$ cat config.mk
export PLATFORM = sky130hd
export DESIGN_NAME = fetch_unit_flat
export DESIGN_NICKNAME = d
export VERILOG_FILES = /design/src/rtl/riscv_pkg.sv /design/src/rtl/fetch_unit_if.sv /design/src/rtl/fetch_hold_buffer.sv /design/src/rtl/fetch_unit.sv /design/src/flat_wrapper.sv
export SDC_FILE = /design/constraint.sdc
export NUM_CORES = 1
export LEC_CHECK = 0
export CAP_MARGIN = 20
export CORE_MARGIN = 1.5
export CORE_UTILIZATION = 50
export CTS_CLUSTER_DIAMETER = 150
export DETAILED_ROUTE_END_ITERATION = 8
export HOLD_SLACK_MARGIN = 0.03
export PLACE_DENSITY = 0.85
export SETUP_SLACK_MARGIN = 0.15
export SLEW_MARGIN = 20
export SYNTH_ARGS = -nofsm -noshare
export SYNTH_HDL_FRONTEND = slang
export SYNTH_SLANG_ARGS = --single-unit
$ cat constraint.sdc
create_clock -name clk -period 3.4 [get_ports clk]
set_input_delay 0.85 -clock clk [delete_from_list [all_inputs] [get_ports clk]]
set_output_delay 0.85 -clock clk [all_outputs]
set_load 0.01 [all_outputs]
$ cat src/rtl/riscv_pkg.sv
// Shared RISC-V front-end types and constants used by the fetch stage.
package riscv_pkg;

    localparam int unsigned XLEN        = 32;
    localparam int unsigned INSTR_BYTES = 4;
    localparam logic [XLEN-1:0] NOP_INSTR = 32'h0000_0013;

    typedef enum logic [1:0] {
        RUN   = 2'd0,
        STALL = 2'd1,
        FAULT = 2'd2
    } fetch_state_t;

    typedef struct packed {
        logic [XLEN-1:0] pc;
        logic [XLEN-1:0] instr;
    } fetch_entry_t;

    // Misaligned or beyond the end of instruction memory.
    function automatic logic addr_bad(input logic [XLEN-1:0] addr, input logic [XLEN:0] limit);
        return (addr[1:0] != 2'b00) || ({1'b0, addr} >= limit);
    endfunction

endpackage

$ cat src/rtl/fetch_unit_if.sv
// Fetch-stage bus: instruction-memory request/response plus the decode-side handshake.
interface fetch_unit_if;
    import riscv_pkg::*;

    logic            stall_i;
    logic            redirect_valid;
    logic [XLEN-1:0] redirect_target;
    logic [XLEN-1:0] instruction_adress;
    logic [XLEN-1:0] instruction;
    logic [XLEN-1:0] fetch_pc;
    logic [XLEN-1:0] fetch_instruction;
    logic            fetch_valid;
    logic            fetch_fault;

    modport master (
        input  stall_i, redirect_valid, redirect_target, instruction,
        output instruction_adress, fetch_pc, fetch_instruction, fetch_valid, fetch_fault
    );

    modport slave (
        output stall_i, redirect_valid, redirect_target, instruction,
        input  instruction_adress, fetch_pc, fetch_instruction, fetch_valid, fetch_fault
    );

endinterface

$ cat src/rtl/fetch_hold_buffer.sv
// One-entry pc+instruction holding register with load, clear and valid flag.
module fetch_hold_buffer
    import riscv_pkg::*;
(
    input  logic         clk,
    input  logic         rst,
    input  logic         i_load,
    input  logic         i_clear,
    input  fetch_entry_t i_entry,
    output fetch_entry_t o_entry,
    output logic         o_valid
);

    fetch_entry_t r_entry;
    logic         r_valid;

    always_ff @(posedge clk) begin
        if (!rst || i_clear) begin
            r_entry <= '0;
            r_valid <= 1'b0;
        end else if (i_load) begin
            r_entry <= i_entry;
            r_valid <= 1'b1;
        end
    end

    assign o_entry = r_entry;
    assign o_valid = r_valid;

endmodule

$ cat src/rtl/fetch_unit.sv
// Instruction fetch stage: PC generation, stall hold, redirect bubble and sticky range/alignment fault.
module fetch_unit
    import riscv_pkg::*;
#(
    parameter logic [XLEN-1:0] RESET_PC   = 32'h0000_0000,
    parameter int unsigned     IMEM_WORDS = 256
)(
    input  logic clk,
    input  logic rst,
    fetch_unit_if.master bus
);

    localparam logic [XLEN:0] IMEM_BYTES = (XLEN+1)'(IMEM_WORDS * INSTR_BYTES);

    fetch_state_t    r_state, w_state_nxt;
    logic [XLEN-1:0] r_pc, w_pc_nxt;
    logic [XLEN-1:0] r_rsp_pc, w_rsp_pc_nxt;
    logic            r_rsp_valid, w_rsp_valid_nxt;
    logic            r_fault, w_fault_nxt;
    logic            r_end, w_end_nxt;
    logic [XLEN:0]   w_pc_inc;

    logic            w_hold_load, w_hold_clear, w_hold_valid;
    fetch_entry_t    w_hold_d, w_hold_q;

    logic            w_fetch_valid;
    logic [XLEN-1:0] w_fetch_pc, w_fetch_instr;

    always_ff @(posedge clk) begin
        if (!rst) begin
            r_state     <= RUN;
            r_pc        <= RESET_PC;
            r_rsp_pc    <= RESET_PC;
            r_rsp_valid <= 1'b0;
            r_fault     <= 1'b0;
            r_end       <= 1'b0;
        end else begin
            r_state     <= w_state_nxt;
            r_pc        <= w_pc_nxt;
            r_rsp_pc    <= w_rsp_pc_nxt;
            r_rsp_valid <= w_rsp_valid_nxt;
            r_fault     <= w_fault_nxt;
            r_end       <= w_end_nxt;
        end
    end

    // r_end: the last legal word is already in flight, so the next advance faults instead of issuing past the end.
    always_comb begin
        w_state_nxt     = r_state;
        w_pc_nxt        = r_pc;
        w_rsp_pc_nxt    = r_rsp_pc;
        w_rsp_valid_nxt = r_rsp_valid;
        w_fault_nxt     = r_fault;
        w_end_nxt       = r_end;
        w_hold_load     = 1'b0;
        w_hold_clear    = 1'b0;
        w_pc_inc        = {1'b0, r_pc} + (XLEN+1)'(INSTR_BYTES);

        unique case (r_state)
            RUN, STALL: begin
                if (bus.redirect_valid) begin
                    w_pc_nxt        = bus.redirect_target;
                    w_rsp_valid_nxt = 1'b0;
                    w_hold_clear    = 1'b1;
                    w_end_nxt       = 1'b0;
                    if (addr_bad(bus.redirect_target, IMEM_BYTES)) begin
                        w_state_nxt = FAULT;
                        w_fault_nxt = 1'b1;
                    end else begin
                        w_state_nxt = RUN;
                    end
                end else if (r_state == RUN && bus.stall_i && w_fetch_valid) begin
                    w_hold_load = 1'b1;
                    w_state_nxt = STALL;
                end else if (r_state == STALL && bus.stall_i) begin
                    w_state_nxt = STALL;
                end else if (r_end) begin
                    w_state_nxt     = FAULT;
                    w_fault_nxt     = 1'b1;
                    w_rsp_valid_nxt = 1'b0;
                    w_hold_clear    = 1'b1;
                end else begin
                    w_rsp_pc_nxt    = r_pc;
                    w_rsp_valid_nxt = 1'b1;
                    w_state_nxt     = RUN;
                    if (w_pc_inc >= IMEM_BYTES) begin
                        w_end_nxt = 1'b1;
                    end else begin
                        w_pc_nxt = w_pc_inc[XLEN-1:0];
                    end
                end
            end
            default: begin
                w_state_nxt = FAULT;
            end
        endcase
    end

    // Presentation mux toward decode.
    always_comb begin
        w_fetch_valid = 1'b0;
        w_fetch_pc    = r_rsp_pc;
        w_fetch_instr = NOP_INSTR;
        unique case (r_state)
            STALL: begin
                w_fetch_valid = w_hold_valid;
                w_fetch_pc    = w_hold_q.pc;
                w_fetch_instr = w_hold_q.instr;
            end
            RUN: begin
                w_fetch_valid = r_rsp_valid;
                if (r_rsp_valid) begin
                    w_fetch_instr = bus.instruction;
                end
            end
            default: begin
                w_fetch_valid = 1'b0;
            end
        endcase
    end

    assign w_hold_d = '{pc: r_rsp_pc, instr: bus.instruction};

    fetch_hold_buffer u_hold (
        .clk     (clk),
        .rst     (rst),
        .i_load  (w_hold_load),
        .i_clear (w_hold_clear),
        .i_entry (w_hold_d),
        .o_entry (w_hold_q),
        .o_valid (w_hold_valid)
    );

    assign bus.instruction_adress = r_pc;
    assign bus.fetch_pc           = w_fetch_pc;
    assign bus.fetch_instruction  = w_fetch_instr;
    assign bus.fetch_valid        = w_fetch_valid;
    assign bus.fetch_fault        = r_fault;

endmodule

$ cat src/flat_wrapper.sv
// flat-port wrapper written by rule: the top's interface ports become plain ports
module fetch_unit_flat import riscv_pkg::*;
#(
    parameter logic [XLEN-1:0] RESET_PC   = 32'h0000_0000,
    parameter int unsigned     IMEM_WORDS = 256
)
  (clk, rst, bus_stall_i, bus_redirect_valid, bus_redirect_target, bus_instruction, bus_instruction_adress, bus_fetch_pc, bus_fetch_instruction, bus_fetch_valid, bus_fetch_fault);
  fetch_unit_if bus_i ();
  input  logic clk;
  input  logic rst;
  input wire logic [$bits(bus_i.stall_i)-1:0] bus_stall_i;
  input wire logic [$bits(bus_i.redirect_valid)-1:0] bus_redirect_valid;
  input wire logic [$bits(bus_i.redirect_target)-1:0] bus_redirect_target;
  input wire logic [$bits(bus_i.instruction)-1:0] bus_instruction;
  output wire logic [$bits(bus_i.instruction_adress)-1:0] bus_instruction_adress;
  output wire logic [$bits(bus_i.fetch_pc)-1:0] bus_fetch_pc;
  output wire logic [$bits(bus_i.fetch_instruction)-1:0] bus_fetch_instruction;
  output wire logic [$bits(bus_i.fetch_valid)-1:0] bus_fetch_valid;
  output wire logic [$bits(bus_i.fetch_fault)-1:0] bus_fetch_fault;
  assign bus_i.stall_i = bus_stall_i;
  assign bus_i.redirect_valid = bus_redirect_valid;
  assign bus_i.redirect_target = bus_redirect_target;
  assign bus_i.instruction = bus_instruction;
  assign bus_instruction_adress = bus_i.instruction_adress;
  assign bus_fetch_pc = bus_i.fetch_pc;
  assign bus_fetch_instruction = bus_i.fetch_instruction;
  assign bus_fetch_valid = bus_i.fetch_valid;
  assign bus_fetch_fault = bus_i.fetch_fault;
  fetch_unit #(.RESET_PC(RESET_PC), .IMEM_WORDS(IMEM_WORDS)) u_core (.clk(clk), .rst(rst), .bus(bus_i));
endmodule
; Word level (Yosys, flattened, before mapping)
; Index checks and enable logic that the tools add are counted.
[word_totals]
in_bits = 68
output_inout_bits = 98
register_bits = 134
elab_cells = 75
[classes]
n_bitwise = 4
eq_ne = 6
n_reduce_logical = 15
n_lt_le_gt_ge = 2
muxes = 37
n_addsub = 1
[ops]
columns = operator, count
row1 = $mux W32, 7
row2 = $pmux W32 S2, 1
row3 = $add A32 B3 Y33 const B, 1
row4 = $ge A33 B11 Y1 const B, 1
row5 = $ge A32 B11 Y1 const B, 1
row6 = $mux W1, 22
row7 = $reduce_and A5 Y1, 3
row8 = $mux W2, 6
row9 = $ne A2 B2 Y1 const B, 4
row10 = $not A1 Y1, 4
row11 = $reduce_bool A2 Y1, 2
row12 = $logic_and A1 B1 Y1, 3
row13 = $reduce_and A3 Y1, 1
row14 = $eq A2 B1 Y1 const B, 1
row15 = $logic_not A2 Y1, 1
row16 = $logic_or A1 B1 Y1, 2
row17 = $ne A2 B1 Y1 const B, 1
row18 = $pmux W1 S2, 1
row19 = $reduce_and A2 Y1, 1
row20 = $reduce_or A2 Y1, 1
row21 = $logic_not A1 Y1, 1

; Depth between registers and ports, before layout
; Gate-level depths: netlist of run 1.
[logic_depth]
ltp_word = 7
ltp_mapped = 10
mapped_depth_nobuf = 8

; Modules after synthesis
; Synthesis of run 1 repeated with hierarchy kept, for this count alone.
[unflattened]
cells_unflattened = 857
hier_area_um2 = 6822.8
[by_module_without_submodules]
columns = mod, seq_area_each_um2, area_each_um2, cells_per_inst, instances
row1 = fetch_unit, 1381.3, 4498.1, 647, 1
row2 = fetch_hold_buffer, 1301.2, 2324.7, 210, 1

; Least setup slack after synthesis of run 1
; No wires, ideal clock.
[synth_timing]
path_kind = input to register
from = in bus_redirect_valid
to = reg u_core.r_pc[15] (netlist: u_core.bus.instruction_adress[15])
path_buffers = 3
required_time_ps = 3315
path_slack_ps = 559
path_stages = 10
t_arrival_ps = 2756
setup_time_ps = 85
path_cell_list = buf_2 nand2b_1 o21ai_0 or2_2 a2111oi_2 and4_1 buf_4 a31oi_4 buf_6 o31ai_2
[synth_between]
elab_chain_len = 2
elab_cells_between_ends = 6
cone_classes = eq/ne: 4 / mux: 1 / reduce/logical: 1
[synth_lines]
columns = element, line
row1 = from (decl), flat_wrapper.sv:12  ; input wire logic [$bits(bus_i.redirect_valid)-1:0] bus_redirect_valid;
row2 = $ne A2 B2 Y1 (no source line), --
row3 = $reduce_and A5 Y1 (no source line), --
row4 = to (signal assigned), fetch_unit.sv:39  ; r_pc <= w_pc_nxt;
row5 = to (decl), fetch_unit.sv:16  ; logic [XLEN-1:0] r_pc, w_pc_nxt;
; Parallel ways exist; a longest one is shown, timed or not.
; A chain may end at the register's enable or synchronous reset.

; Final worst setup path of run 1
[layout_timing]
from = reg u_core.r_state[1]
to = out bus_fetch_pc[15]
[layout_between]
elab_chain_len = 2
[layout_lines]
columns = element, line
row1 = from (decl), fetch_unit.sv:15  ; fetch_state_t r_state, w_state_nxt;
row2 = from (signal assigned), fetch_unit.sv:38  ; r_state <= w_state_nxt;
row3 = $eq A2 B1 Y1, fetch_unit.sv:104  ; unique case (r_state)
row4 = $mux W32, fetch_unit.sv:104
row5 = to (decl), flat_wrapper.sv:16  ; output wire logic [$bits(bus_i.fetch_pc)-1:0] bus_fetch_pc;
; Every way passes these cells.

==> results of run 1 <==
[synth_stat cells, types with 2 or more instances]
master / count / area, sq um
clkbuf_1: 55 / 206.5
nand4_2: 2 / 25.02
nor2b_1: 2 / 12.51
a21oi_1: 108 / 540.5
o21ai_0: 13 / 65.06
a32oi_1: 2 / 17.52
xor2_1: 5 / 43.79
clkbuf_2: 2 / 10.01
o41ai_1: 3 / 26.28
o21ai_1: 9 / 45.04
o31ai_2: 7 / 87.58
and2_1: 6 / 37.54
a22oi_1: 3 / 22.52
mux2i_1: 4 / 40.04
xnor2_1: 9 / 78.83
a211o_1: 3 / 26.28
o211ai_1: 2 / 15.01
o22a_1: 3 / 26.28
buf_1: 6 / 22.52
nand3_1: 12 / 60.06
or2_2: 5 / 31.28
buf_4: 2 / 15.01
nand2_1: 376 / 1411
inv_1: 9 / 33.78
nor4b_1: 3 / 26.28
o31ai_1: 8 / 60.06
nor2_1: 27 / 101.4
o2111ai_1: 2 / 17.52
nor3_1: 13 / 65.06
nor4_1: 16 / 100.1
buf_2: 13 / 65.06
dfxtp_1: 134 / 2683
nand4_1: 7 / 43.79
and4_1: 5 / 43.79
nand2b_1: 3 / 18.77
a22o_1: 29 / 254.0
a31oi_1: 10 / 62.56
nor4_4: 3 / 63.81
[power by group through the flow]
stage	Sequential [W]	Clock, W	Combinational (W)
after floorplan	0.00172	0	0.000387
after global placement	0.00173	0	0.000706
after detailed placement	0.00173	0	0.000713
after CTS	0.00170	0.00198	0.000719
after global routing	0.00171	0.00207	0.000778
final	0.00170	0.00197	0.000725
[cell families (layout without fill, tap and decap cells)]
family | Yosys count | after routing
simple gates | 491 | 491
compound gates | 214 | 214
flops | 134 | 134
buf+inv | 88 | 241
xor+xnor | 14 | 14
mux | 4 | 4
fa+ha+maj | 1 | 1
[sequential cells by signal, indices dropped and copies added (netlist names)]
signal / flops
u_core.bus.fetch_fault: 1
u_core.bus.instruction_adress: 32
u_core.r_end: 1
u_core.r_rsp_pc: 32
u_core.r_rsp_valid: 1
u_core.r_state: 2
u_core.u_hold.o_entry: 64
u_core.u_hold.o_valid: 1
[placed cells by master (no fill, tap or decap), types with 4 or more instances in the layout]
cell type	instances
o21ai_1	9
nand3_1	12
inv_1	9
clkbuf_16	17
a21oi_1	108
xnor2_1	9
bufinv_16	4
buf_4	31
a31oi_1	10
o21ai_0	12
nor4_1	15
nand2_1	376
dfxtp_1	134
a22o_1	29
or2_2	5
and2_1	6
nor3_1	13
o31ai_1	8
and4_1	5
clkdlybuf4s50_1	164
mux2i_1	4
nand4_1	7
nor2_1	25
o31ai_2	7
xor2_1	5
[worst max-delay path by stage]
stage | from | cells after the start | end
after global placement | bus_stall_i | 9 | u_core.bus.instruction_adress[23]
after floorplan | bus_redirect_valid | 10 | u_core.bus.instruction_adress[15]
after global routing | u_core.r_state[1] | 6 | bus_fetch_pc[10]
after CTS | u_core.r_state[1] | 6 | bus_fetch_pc[10]
after detailed placement | bus_stall_i | 9 | u_core.bus.instruction_adress[30]
final | u_core.r_state[1] | 6 | bus_fetch_pc[15]
[routing by layer]
metal | vias to the layer above | global-route usage | wire [um]
met5 | - | 0 | 0
li1 | 3510 | - | -
met3 | 46 | 0.06034 | 1542
met4 | 0 | 0.09747 | 471
met1 | 3267 | 0.3686 | 8701
met2 | 348 | 0.4429 | 8947
[layout make-up]
class                           count  area, sq um
Fill cell                        1081         3954
Multi-Input combinational cell    724         3760
Sequential cell                   134         2683
Timing Repair Buffer              200         1951
Clock buffer                       20        466.7
Tap cell                          176        220.2
Clock inverter                     12        175.2
Inverter                            9        33.78
[stage by stage]
| stage | instances | cell area (sq um) | util | total power, W | hold WS (ns) |
|---|---|---|---|---|---|
| 2_1_floorplan | 946 | 6771 | - | 0.002106 | 0.4360 |
| 3_3_place_gp | 1243 | 8635 | 0.6520 | 0.002434 | 0.4410 |
| 3_5_place_dp | 1243 | 8635 | 0.6520 | 0.002442 | 0.4465 |
| 4_1_cts | 1275 | 9276 | 0.7005 | 0.004399 | 0.4544 |
| 5_1_grt | 1275 | 9289 | 0.7014 | 0.004556 | 0.4706 |
| 6_report | 1275 | 9289 | 0.7014 | 0.004394 | 0.4510 |
[worst min-delay path, cell delays in order, from the launching register on]
cell and delay (ns):
dfxtp_1 0.30, nand2_1 0.05, a21oi_1 0.05
[what timing repair did]
action                                  in CTS  in global routing
setup buffers                                0                  0
hold endpoints to repair                     0                  0
gates resized for setup                      0                  2
endpoints found under the setup margin       0                 43
==> impl_results.md, run 1 <==
* Status: complete, no violations
* RSZ-0062 raised after global routing: no
* Mux share of post-synthesis cell area at 0.005913
* CP required at 2.55 ns
* Largest delay share family, worst path: buffers and inverters
* Hold endpoint: u_core.u_hold.o_entry[30]
* Internal Power at 0.003246 W
* Critical path class: reg -> out
* Clock Power Share at 0.448
* Worst Skew at 0.007455 ns
* R2r setup slk at 0.38 ns
* Slowest cell on crit path: clkdlybuf4s50_1
* Die Y at 119.4 um
* Max cap viols at 0
* Cts bufs inserted at 17
* Ys Warns at 0
* Seq pwr share at 0.387
* H-tree Lvls at 4
* Share of post-route cells with drive strength above 1 at 0.08826
* Vias in the first global route at 6470
* CP most frequent cell: nand2_1
* Combinational share of power at 0.165
* GR Util All Layers at 0.2765
* Die ar. at 0.01425 sq mm
* Fmax at 0.3188 GHz
* IO Pins at 166
* WP data arrival at 2.29 ns
* # clock sinks at 134
* Register area share after synthesis at 0.3962
* Max IR drop VDD at 0.0004106 V
* Endpoints failing setup at 0
* Congestion Overflow GR at 0
* Startpoint Class: flip-flop
* # hold bufs at CTS at 0
* Synth Flop Type: dfxtp_1
* CTS clock-pin slew for the worst setup and hold paths at 0.05 ns
* Core area at 0.01324 sq mm
* Syn Inst Count at 946
* Sw Pwr at 0.001149 W
* Via count at 7171
* Worst Hold Depth at 2
* Pre-Repair DR Iteration Count at 5
* Synthesis-to-layout area growth at 37.18%
* Setup ws final at 0.2634 ns
* Capturing point of the worst reg2reg path: u_core.bus.instruction_adress[8]
* Initial antenna violation count at 0
* Synth cell types at 63
* Pleak at 3.315 nW
* Worst Path Buf+Inv at 3
* Via-per-instance ratio at 5.624
* Synth Area in Simple Gates at 0.3169
* CP max FO at 35
* DR WL/cell at 15.42 um
* Fin. Hold Viols at 0
* Die Wd at 119.4 um
* Ys async rst share at 0
* Slowest cell delay on critical path at 0.54 ns
* Cell Area, Synth at 0.006771 sq mm
* Synth Area in XOR/XNOR at 0.01811
* Worst path cell trace: inv_1 > nand2_1 > buf_6 > nand2_1 > nand2_1 > clkdlybuf4s50_1
* First-pass GRT wire length at 31910 um
* Final period util at 0.9225
* Syn_nets at 1015
* Worst r2r src: u_core.bus.instruction_adress[14]
* Residual DRC at 0
* Pwr Density at 473.1 mW/mm^2
* CTS tree: done
* Worst hold path startpoint: u_core.u_hold.o_entry[30]
* Hpwl dp at 13020 um
* CTS root buffer: clkbuf_16
* Pins Over Slew Limit at 0
* Yosys reg bits at 134
* Post-synthesis adder-cell area fraction at 0.001848
* CP Capture Type: primary output
* Slew at the pin with the worst max-slew slack at 0.7652 ns
* Ant diodes at 0
* Post-DRT Antenna Nets at 0
* EDFF count, synth at 0
* GP Congestion at 0.9101
* Switching share of power at 0.2614
* Row count at 42
* Worst-case clock buffer depth at 2
* Post-place setup slack at 0.1763 ns
* Routed wire length at 19660 um
* Largest family of logic cells by synthesized area: simple AND/OR/NAND/NOR gates
* Largest net degree at the start of global routing at 66
* Synth Area in Compound Gates at 0.2073
* Avg Cell Area, Syn at 7.158 sq um
* Slew HR at 0.4893
* Worst-skew pair later-pin latency at 0.42 ns
* Port Buf Inserts at 165
* Reg2Reg Depth at 7
* Tmin final at 3.137 ns
* Setup tns final at 0 ns
* Initial Utilization at 0.5113
* Iter 0 DRT Violations at 673
* Hold Crit Class: reg -> reg
* Post-layout nets at 1155
Power figures use the tool's default switching activity.
==> run 2: changes to the inputs <==
--- a/config.mk
+++ b/config.mk
@@ -13,7 +13,6 @@
 export HOLD_SLACK_MARGIN = 0.03
 export PLACE_DENSITY = 0.85
 export SETUP_SLACK_MARGIN = 0.15
-export SLEW_MARGIN = 20
 export SYNTH_ARGS = -nofsm -noshare
 export SYNTH_HDL_FRONTEND = slang
 export SYNTH_SLANG_ARGS = --single-unit
==> run 2 against run 1 <==
- global-route usage unchanged
- cell count about the same
- clock-buffer cell count unchanged
- combinational power about the same
- first-iteration DRC count down 0.74%
- highest routed layer unchanged
- via count down 0.25%
- power about the same
- worst hold slack about the same
- non-clock buffer count up 1
==> impl_results.md, run 2 (same netlist as run 1, synthesis figures left out) <==
* Sw Pwr at 0.001144 W (-0.39%)
* CTS clock-pin slew for the worst setup and hold paths at 0.05 ns (about the same)
* Worst Skew at 0.007466 ns (+0.00001058 ns)
* Die Y at 119.4 um (unchanged)
* Slew at the pin with the worst max-slew slack at 0.6587 ns (-0.1065 ns)
* Die Wd at 119.4 um (unchanged)
* Ant diodes at 0 (unchanged)
* IO Pins at 166 (unchanged)
* GP Congestion at 0.9101 (unchanged)
* Post-DRT Antenna Nets at 0 (unchanged)
* RSZ-0062 raised after global routing: no
* Vias in the first global route at 6470 (unchanged)
* Internal Power at 0.003247 W (about the same)
* Worst Path Buf+Inv at 3 (unchanged)
* Switching share of power at 0.2605 (-0.0008319)
* Share of post-route cells with drive strength above 1 at 0.08818 (about the same)
* Via-per-instance ratio at 5.606 (-0.33%)
* Fmax at 0.3189 GHz (about the same)
* Combinational share of power at 0.165 (about the same)
* Pre-Repair DR Iteration Count at 5 (unchanged)
* Synthesis-to-layout area growth at 37.25% (about the same)
* Initial antenna violation count at 0 (unchanged)
* Worst path cell trace: inv_1 > nand2_1 > buf_6 > nand2_1 > nand2_1 > clkdlybuf4s50_1
* Largest net degree at the start of global routing at 66 (unchanged)
* CP Capture Type: primary output
* Slowest cell on crit path: clkdlybuf4s50_1
* Initial Utilization at 0.5113 (unchanged)
* Clock Power Share at 0.448 (about the same)
* CTS tree: done
* Seq pwr share at 0.387 (about the same)
* CP most frequent cell: nand2_1
* # clock sinks at 134 (unchanged)
* Congestion Overflow GR at 0 (unchanged)
* Slew HR at 0.5568 (+0.06750)
* Hpwl dp at 13020 um (unchanged)
* Status: complete, no violations
* Core area at 0.01324 sq mm (unchanged)
* Max FFs per register at 64 (unchanged)
* Max cap viols at 0 (unchanged)
* WP data arrival at 2.29 ns (about the same)
* CTS root buffer: clkbuf_16
* Via count at 7153 (-0.25%)
* Hold Crit Class: reg -> reg
* Slowest cell delay on critical path at 0.54 ns (about the same)
* Largest delay share family, worst path: buffers and inverters
* Row count at 42 (unchanged)
* Startpoint Class: flip-flop
* Iter 0 DRT Violations at 668 (-0.74%)
* Port Buf Inserts at 165 (unchanged)
* Die ar. at 0.01425 sq mm (unchanged)
* Fill count at 1081 (unchanged)
* Routed wire length at 19610 um (-0.28%)
* DR WL/cell at 15.37 um (-0.36%)
* Post-layout nets at 1156 (+0.087%)
* Critical path class: reg -> out
* CP max FO at 35 (unchanged)
* CP required at 2.55 ns (about the same)
* Commonest non-fill, non-tap cell in the layout: nand2_1
* Tmin final at 3.136 ns (-0.0007630 ns)
* Residual DRC at 0 (unchanged)
* H-tree Lvls at 4 (unchanged)
* Worst-case clock buffer depth at 2 (unchanged)
* GR Util All Layers at 0.2765 (unchanged)
* Setup tns final at 0 ns (unchanged)
* Most frequent cells in the layout: nand2_1, clkdlybuf4s50_1, dfxtp_1
* Final period util at 0.9223 (about the same)
* Pleak at 3.320 nW (+0.15%)
* Max IR drop VDD at 0.0004060 V (-1.1%)
* Pwr Density at 472.5 mW/mm^2 (-0.13%)
* Fin. Hold Viols at 0 (unchanged)
* Worst Hold Margin at 0.4510 ns (-0.00001300 ns)
* Endpoints failing setup at 0 (unchanged)
* Pins Over Slew Limit at 0 (unchanged)
* Cts bufs inserted at 17 (unchanged)
* Worst-skew pair later-pin latency at 0.42 ns (about the same)
* First-pass GRT wire length at 31910 um (unchanged)
## run 2: area by class of cell
class	count	area [sq um]	share of cell area
well taps	176	220.2	0.02369
flip-flops and latches	134	2683	0.2886
clock buffers	20	466.7	0.05022
repair buffers	201	1958	0.2107
clock inverters	12	175.2	0.01885
inverters	9	33.78	0.003635
multi-input cells	724	3757	0.4043
## run 2: worst paths after layout
| path | start | to | slack [ns] | cells after the start |
|---|---|---|---|---|
| setup / recovery | u_core.r_state[1] | bus_fetch_pc[15] | 0.26 | 6 |
| setup reg to reg | u_core.bus.instruction_adress[18] | u_core.bus.instruction_adress[8] | 0.34 | 7 |
| hold / removal | u_core.u_hold.o_entry[30] | u_core.u_hold.o_entry[30] | 0.45 | 2 |
| hold reg to reg | u_core.u_hold.o_entry[30] | u_core.u_hold.o_entry[30] | 0.45 | 2 |
## run 2: layer usage
metal / wire (um) / share of wire / GRT usage
met1: 8657 / 0.44 / 0.3686
met2: 8993 / 0.46 / 0.4429
met3: 1493 / 0.076 / 0.06034
met4: 462 / 0.024 / 0.09747
met5: 0 / 0 / 0
## run 2: repair_timing
action                     CTS  global route
hold buffers                 0             0
resized for setup            0             2
buffers inserted             0             0
setup endpoints to repair    0            42
## run 2: power groups by stage
stage	Sequential [W]	Clock (W)	Combinational, W
finish	0.00170	0.00197	0.000726
global route	0.00171	0.00207	0.000778
CTS	0.00170	0.00198	0.000719
detailed placement	0.00173	0	0.000713
global placement	0.00173	0	0.000706
floorplan	0.00172	0	0.000387
## run 2: metrics by stage
step / cells / power, W / utilization / cell area (sq um) / setup WS (ns)
after global routing: 1276 / 0.004555 / 0.7018 / 9294 / 0.1526
after CTS: 1275 / 0.004399 / 0.7005 / 9276 / 0.1846
after detailed placement: 1243 / 0.002442 / 0.6520 / 8635 / 0.1763
after global placement: 1243 / 0.002434 / 0.6520 / 8635 / 0.2047
final: 1276 / 0.004391 / 0.7018 / 9294 / 0.2642
after floorplan: 946 / 0.002106 / - / 6771 / 0.5590
## run 2: tightest hold or removal path: cells and delay by family (launching register included)
kind / cells / cell delay (ns)
DFF: 1 / 0.30
and+or+nand+nor: 1 / 0.05
AOI/OAI and AO/OA: 1 / 0.05
